File: src/rtl/irq_ctrl_pkg.sv
// Shared constants and types for the interrupt controller: register window
// addresses, FSM state codes and the id width.
package irq_ctrl_pkg;
    localparam int IRQ_IDW = 3;

    localparam logic [1:0] IRQ_MASK = 2'd0;
    localparam logic [1:0] IRQ_EDGE = 2'd1;
    localparam logic [1:0] IRQ_PEND = 2'd2;
    localparam logic [1:0] IRQ_STAT = 2'd3;

    typedef enum logic [1:0] {
        IRQ_IDLE    = 2'd0,
        IRQ_REQ     = 2'd1,
        IRQ_SERVICE = 2'd2
    } irq_state_e;
endpackage

File: src/rtl/irq_prio_enc.sv
// Picks the first eligible source, searching upward from a start pointer and
// wrapping at N_SRC. A start of 0 gives plain lowest-index priority.
module irq_prio_enc
    import irq_ctrl_pkg::*;
#(
    parameter int N_SRC = 8
) (
    input  logic [N_SRC-1:0]   elig,
    input  logic [IRQ_IDW-1:0] start,
    output logic               vld,
    output logic [IRQ_IDW-1:0] idx
);
    always_comb begin
        int p;
        logic [N_SRC-1:0] sh;
        vld = 1'b0;
        idx = '0;
        p   = 0;
        sh  = '0;
        for (int k = 0; k < N_SRC; k++) begin
            p = int'(start) + k;
            if (p >= N_SRC) p = p - N_SRC;
            sh = elig >> p;
            if (!vld && sh[0]) begin
                vld = 1'b1;
                idx = p[IRQ_IDW-1:0];
            end
        end
    end
endmodule

File: src/rtl/irq_ctrl.sv
// Interrupt controller: latches, masks and prioritises up to N_SRC sources
// into a single CP0 request. Define IRQ_ROUND_ROBIN_EN for round-robin arbitration.
module irq_ctrl
    import irq_ctrl_pkg::*;
#(
    parameter int N_SRC = 8
) (
    input  logic               clk,
    input  logic               rst_n,
    input  logic [N_SRC-1:0]   src_in,
    input  logic               ir_taken,
    input  logic               eret,
    input  logic               cfg_we,
    input  logic [1:0]         cfg_addr,
    input  logic [31:0]        cfg_wdata,
    output logic [31:0]        cfg_rdata,
    output logic               ir_req,
    output logic [IRQ_IDW-1:0] ir_id
);
    irq_state_e         state_q, state_d;
    logic [N_SRC-1:0]   mask_q, mask_d;
    logic [N_SRC-1:0]   edge_q, edge_d;
    logic [N_SRC-1:0]   epend_q, epend_d;
    logic [N_SRC-1:0]   src_q;
    logic [IRQ_IDW-1:0] id_q, id_d;
    logic [31:0]        rdata_q, rdata_d;
    logic               ir_req_q, ir_req_d;
    logic [N_SRC-1:0]   pend, elig, clr;
    logic [IRQ_IDW-1:0] start, win_id;
    logic               win_vld, take;
    logic               unused_wdata;

    assign unused_wdata = ^cfg_wdata[31:N_SRC];

    // Level sources bypass the latch and follow the line directly.
    assign pend = (edge_q & epend_q) | (~edge_q & src_in);
    assign elig = pend & mask_q;
    assign take = (state_q == IRQ_REQ) && ir_taken;

`ifdef IRQ_ROUND_ROBIN_EN
    logic [IRQ_IDW-1:0] rr_ptr_q, rr_ptr_d;
    always_comb begin
        rr_ptr_d = rr_ptr_q;
        if (take) rr_ptr_d = (id_q == IRQ_IDW'(N_SRC - 1)) ? '0 : id_q + 1'b1;
    end
    always_ff @(posedge clk) begin
        if (!rst_n) rr_ptr_q <= '0;
        else        rr_ptr_q <= rr_ptr_d;
    end
    assign start = rr_ptr_q;
`else
    assign start = '0;
`endif

    irq_prio_enc #(.N_SRC(N_SRC)) u_enc (
        .elig (elig),
        .start(start),
        .vld  (win_vld),
        .idx  (win_id)
    );

    always_comb begin
        state_d = state_q;
        case (state_q)
            IRQ_IDLE:    if (win_vld) state_d = IRQ_REQ;
            IRQ_REQ: begin
                if (ir_taken)        state_d = IRQ_SERVICE;
                else if (!elig[id_q]) state_d = IRQ_IDLE;
            end
            IRQ_SERVICE: if (eret) state_d = IRQ_IDLE;
            default:     state_d = IRQ_IDLE;
        endcase
    end

    always_comb begin
        id_d     = (state_q == IRQ_IDLE && win_vld) ? win_id : id_q;
        ir_req_d = (state_d == IRQ_REQ);
    end

    always_comb begin
        mask_d  = mask_q;
        edge_d  = edge_q;
        clr     = take ? (N_SRC'(1) << id_q) : '0;
        if (cfg_we && cfg_addr == IRQ_MASK) mask_d = cfg_wdata[N_SRC-1:0];
        if (cfg_we && cfg_addr == IRQ_EDGE) edge_d = cfg_wdata[N_SRC-1:0];
        if (cfg_we && cfg_addr == IRQ_PEND) clr = clr | cfg_wdata[N_SRC-1:0];
        // A new rising edge in the same cycle as a clear keeps the bit set.
        epend_d = (edge_q & src_in & ~src_q) | (epend_q & ~clr);
        case (cfg_addr)
            IRQ_MASK: rdata_d = 32'(mask_q);
            IRQ_EDGE: rdata_d = 32'(edge_q);
            IRQ_PEND: rdata_d = 32'(pend);
            default:  rdata_d = {27'd0, id_q, state_q};
        endcase
    end

    always_ff @(posedge clk) begin
        if (!rst_n) begin
            state_q  <= IRQ_IDLE;
            mask_q   <= '0;
            edge_q   <= '0;
            epend_q  <= '0;
            src_q    <= '0;
            id_q     <= '0;
            rdata_q  <= '0;
            ir_req_q <= 1'b0;
        end else begin
            state_q  <= state_d;
            mask_q   <= mask_d;
            edge_q   <= edge_d;
            epend_q  <= epend_d;
            src_q    <= src_in;
            id_q     <= id_d;
            rdata_q  <= rdata_d;
            ir_req_q <= ir_req_d;
        end
    end

    assign ir_req    = ir_req_q;
    assign ir_id     = id_q;
    assign cfg_rdata = rdata_q;
endmodule

File: config.mk
export PLATFORM = sky130hd
export DESIGN_NAME = irq_ctrl
export DESIGN_NICKNAME = d
export VERILOG_FILES = /design/src/rtl/irq_ctrl_pkg.sv /design/src/rtl/irq_prio_enc.sv /design/src/rtl/irq_ctrl.sv
export SDC_FILE = /design/constraint.sdc
export NUM_CORES = 1
export LEC_CHECK = 0
export BUFFER_PORTS_ARGS = -buffer_cell sky130_fd_sc_hd__buf_4
export CORE_ASPECT_RATIO = 1.4
export CORE_MARGIN = 4
export CORE_UTILIZATION = 56
export CTS_BUF_LIST = sky130_fd_sc_hd__clkbuf_4 sky130_fd_sc_hd__clkbuf_8
export DETAILED_ROUTE_END_ITERATION = 16
export GPL_TIMING_DRIVEN = 0
export PLACE_DENSITY = 0.95
export RECOVER_POWER = 25
export REMOVE_ABC_BUFFERS = 1
export SYNTH_ARGS = -nofsm -noshare
export SYNTH_HDL_FRONTEND = slang
export SYNTH_SLANG_ARGS = --single-unit
File: constraint.sdc
create_clock -name clk -period 3.65 [get_ports clk]
set_clock_uncertainty 0.1 [all_clocks]
set_input_delay 0.1825 -clock clk [delete_from_list [all_inputs] [get_ports clk]]
set_output_delay 0.1825 -clock clk [all_outputs]
set_load 0.1 [all_outputs]
# Yosys cells after proc, flatten, opt, wreduce, memory -nomap -nowiden
# Cells that the tools add are included.
# word_totals
ff_bits	70
input_bits	47
word_cells	73
# classes
magnitude_cmp	1
eq_ne	5
n_shift	1
muxes	25
bitwise_logic	12
reduce_logical	21
# ops
operator	n
8-bit bitwise AND	6
8-bit inverter	3
8-bit bitwise OR	3
8-bit case mux with 3 select lines	1
8-bit two-way mux	2
1-bit logical AND	12
2-bit two-way mux	6
3-bit two-way mux	4
1-bit two-way mux	10
1-bit by 3-bit << shifter with 8-bit output, first input constant	1
1-bit logical NOT	7
2-bit by 1-bit == test with 1-bit output, second input constant	3
2-bit case mux with 3 select lines	1
2-bit == test, second input constant	2
2-bit logical NOT	2
3-bit by 4-bit less-than comparator with 1-bit output, second input constant	1
1-bit binary-select mux with 3-bit select	1

# Logic depth before layout (Yosys ltp)
# logic_depth
ltp_word	29
ltp_mapped	6
depth_no_buf	5

# Hierarchy
# A second synthesis with hierarchy kept.
# hier_totals
hier_cells	366
hier_area_um2	3323.2
# by_module_without_submodules
mod	instances	cells_each	area_each_um2	seq_area_each_um2
irq_ctrl	1	271	2403.6	920.9
irq_prio_enc	1	95	919.6	0.0

# Least setup slack after synthesis
# No wires, ideal clock.
# synth_path
kind	flip-flop to flip-flop
start	register id_q[1], in the netlist ir_id[1]
end	register state_q[0]
t_arrival_ns	1.899
required_time_ns	3.433
slack_ns	1.534
stages_incl_launch_ff	4
n_path_buf	0
path_cell_list	dfxtp_1 -> mux2_2 -> o311a_1 -> a22o_2
# synth_between
elab_chain_len	5
# synth_lines
element	line_no	text
from (decl)	irq_ctrl.sv:25	logic [IRQ_IDW-1:0] id_q, id_d;
from (signal assigned)	irq_ctrl.sv:113	id_q <= id_d;
1-bit binary-select mux with 3-bit select	irq_ctrl.sv:68	else if (!elig[id_q]) state_d = IRQ_IDLE;
1-bit two-way mux (implied by the code)	irq_ctrl.sv:68	
2-bit two-way mux	irq_ctrl.sv:68	
2-bit two-way mux	irq_ctrl.sv:67	if (ir_taken) state_d = IRQ_SERVICE;
2-bit case mux with 3 select lines	irq_ctrl.sv:64	case (state_q)
to (signal assigned)	irq_ctrl.sv:108	state_q <= state_d;
to (decl)	irq_ctrl.sv:20	irq_state_e state_q, state_d;
# No other way between the ends. The select of a mux whose other input is x is not followed.
# A chain may end at the register's enable or synchronous reset.

==> flow_summary_export.csv <==
group,metric,value,unit
floorplanning,die_h,85.96,um
critical_path,required,3.79,ns
sta,fin_tns_setup,0,ns
place,placedInstanceArea,2601,sq um
clock_network,cts-root-buf,"clkbuf_8",
place,detailed_place_hpwl,3.889,mm
sta,slew_headroom,-7.907,%
critical_path,path_class,"input port to flip-flop",
global_route,gr-total-overflow,0,
floorplanning,start_util,57.83,%
outcome,outcome,"finished with violations",
sta,final_max_slew_viol_count,46,
yosys,synth_area,2431,sq um
clock_network,clk_pin_slew,0.08,ns
route,drc,0,
sta,max_freq,466.7,MHz
run,maxCapViolCount,1,
critical_path,cp_max_fo,45,
yosys,yosys_warnings,0,
floorplanning,pin_count,83,
yosys,seq_area_frac_synth,37.88,%
pwr,p_leak,1.045,nW
place,gp_congestion,0.9413,
layout,nets,347,
outcome,violations,"max-capacitance violations, max-slew violations",
sta,rsz0062_at_grt,"no",
floorplanning,fp.coreArea,4204,sq um
sta,hold_viol,0,
clock_network,cts_buffers,5,
critical_path,worstPathArrival,2.28,ns
global_route,grt_pass1_wl,9.170,mm
route,vias,2024,
sta,worstMarginPinSlew,1.619,ns
global_route,grtUsageTotal,21.47,%
clock_network,clk_path_buf_depth,2,
route,post_drt_via_cell_ratio,5.867,
critical_path,crit_path_end_kind,"flip-flop",
sta,min_period,2.143,ns
sta,min_period_over_period,58.70,%
route,drtAntennaViolNets,0,
floorplanning,die_w,63.69,um
clock_network,hold_buffers,1,
clock_network,cts_tree,"done",
clock_network,cts-htree-levels,2,
sta,setup_viol,0,
layout,final_area,2691,sq um
clock_network,cts-resized-gates,0,
yosys,ys_ff_latch,46,
route,wl,5.657,mm
global_route,grt_pass1_vias,1999,
route,drtIter0Drc,170,
worst_hold_path,hp-class,"input port to flip-flop",
layout,syn2layout_area_growth,10.71,%
clock_network,cts_setup_buffers,0,
global_route,antenna_found_initial,0,
pwr,powerDensity,447.1,nW/um^2
route,avgRoutedWirePerCell,16.40,um
floorplanning,dieArea,5474,sq um
global_route,grt_max_degree,46,
yosys,syn_area_per_cell,8.938,sq um
layout,insertedDiodeCount,0,
critical_path,startpoint_type,"input port",
clock_network,clkLatencyLatePin,0.31,ns
place,io_buffers,34,
floorplanning,core.rowCount,28,
clock_network,cts.sinks,46,
layout,drive_gt1_share,17.00,%
yosys,netlist-cell-type-count,38,
pwr,irDropWorstVdd,0.3015,mV
route,dr.pass1.iters,4,
yosys,syn_inst,272,
path summary, 6_finish.rpt:
kind / from / endpoint / slack [ns] / depth (start not counted)
max reg2reg: edge_q[1]$_SDFFE_PN0P_ / ir_id[1]$_SDFFE_PN0P_ / 1.82 / 5
min reg2reg: src_q[7]$_SDFF_PN0_ / epend_q[7]$_SDFF_PN0_ / 0.41 / 2
min: src_in[2] / src_q[2]$_SDFF_PN0_ / 0.007 / 2
max: rst_n / ir_req$_SDFF_PN0_ / 1.51 / 5
stage by stage:
| step | power (mW) | util, % | std cells | hold slack, ns | setup slack [ns] |
|---|---|---|---|---|---|
| 3_5_place_dp | 0.8981 | 61.88 | 337 | 0.3189 | 1.859 |
| 4_1_cts | 1.206 | 64.11 | 345 | 0.003862 | 1.823 |
| 5_1_grt | 1.254 | 64.02 | 345 | 0.005340 | 1.396 |
| 2_1_floorplan | 0.8215 | - | 258 | 0.2042 | 1.397 |
| 6_report | 1.203 | 64.02 | 345 | 0.007423 | 1.507 |
| 3_3_place_gp | 0.8920 | 61.76 | 337 | 0.3132 | 1.402 |
registers in the layout, summed over array words and instances (netlist names):
name and flops:
mask_q 8, src_q 8, ir_req 1, ir_id 3
cfg_rdata 8, edge_q 8, state_q 2, epend_q 8
cell usage in the layout, fill, tap and decap left out, types with 2 or more instances in the layout:
master / n
nand2_1: 29
clkbuf_8: 5
mux2_2: 3
dfxtp_1: 46
nor2_1: 6
mux2i_1: 21
conb_1: 24
o22a_1: 5
nor3_1: 2
o21ai_0: 5
nor2b_1: 23
buf_4: 33
o211ai_1: 7
o221ai_1: 7
a21oi_1: 14
nand3b_1: 13
and2_0: 2
clkbuf_4: 2
a21boi_0: 10
and2_1: 7
nand2b_1: 8
inv_1: 8
o311ai_0: 2
final cells by class:
cell class / count / area, sq um
well taps: 45 / 56.30
fillers: 363 / 1513
inverters: 8 / 30.03
flip-flops and latches: 46 / 920.9
repair buffers: 35 / 261.5
clock buffers: 7 / 83.83
multi-input cells: 204 / 1339
where the power goes:
group	internal [mW]	switching, mW
clock	0.147	0.165
sequential	0.526	0.0275
combinational	0.0802	0.257
cells in the mapped netlist:
cell | count | share of area [%]
nor3_1 | 2 | 0.41
nor2b_1 | 23 | 5.9
o211ai_1 | 7 | 2.2
dfxtp_1 | 46 | 38
o22a_1 | 5 | 1.8
o21ai_0 | 5 | 1.0
o2111ai_1 | 1 | 0.36
conb_1 | 1 | 0.15
a41oi_2 | 1 | 0.67
buf_4 | 24 | 7.4
nand3b_1 | 13 | 4.0
o22ai_1 | 1 | 0.26
o221a_2 | 1 | 0.46
mux2_2 | 3 | 1.4
buf_2 | 3 | 0.62
nor2_1 | 6 | 0.93
o311a_1 | 1 | 0.41
o2111a_1 | 1 | 0.46
a31oi_1 | 1 | 0.26
o311ai_0 | 2 | 0.72
a22o_2 | 1 | 0.41
mux2i_2 | 1 | 0.57
mux2i_1 | 21 | 8.6
and2_1 | 9 | 2.3
or2_2 | 1 | 0.26
inv_1 | 8 | 1.2
clkbuf_1 | 10 | 1.5
nor2b_2 | 1 | 0.36
a21oi_1 | 14 | 2.9
o221a_1 | 1 | 0.46
a21boi_0 | 10 | 3.1
nor4_4 | 1 | 0.87
a211oi_1 | 1 | 0.31
nand2b_1 | 8 | 2.1
o221ai_1 | 7 | 2.5
a22o_1 | 1 | 0.36
nand2_1 | 29 | 4.5
nor3b_1 | 1 | 0.31
worst max-delay path: stages:
cell,delay [ns]
clkbuf_1,1.14
a21boi_0,0.42
nand3b_1,0.12
a31oi_1,0.22
a22o_1,0.19
routing by layer:
metal,GRT usage [%],wire length [um],up-vias
li1,-,-,962
met1,23.37,2155,963
met5,0,0,-
met3,5.111,442,12
met2,37.36,2944,87
met4,12.97,114,0
cells by family after synthesis:
kind of cell | count (synthesis) | synth area share [%]
buffers and inverters | 45 | 10.81
multiplexers | 25 | 10.60
flip-flops | 46 | 37.88
other | 1 | 0.1543
AO/OA/AOI/OAI | 61 | 18.63
AND/OR/NAND/NOR | 94 | 21.92
No activity file was read; power rests on OpenSTA's default activity.
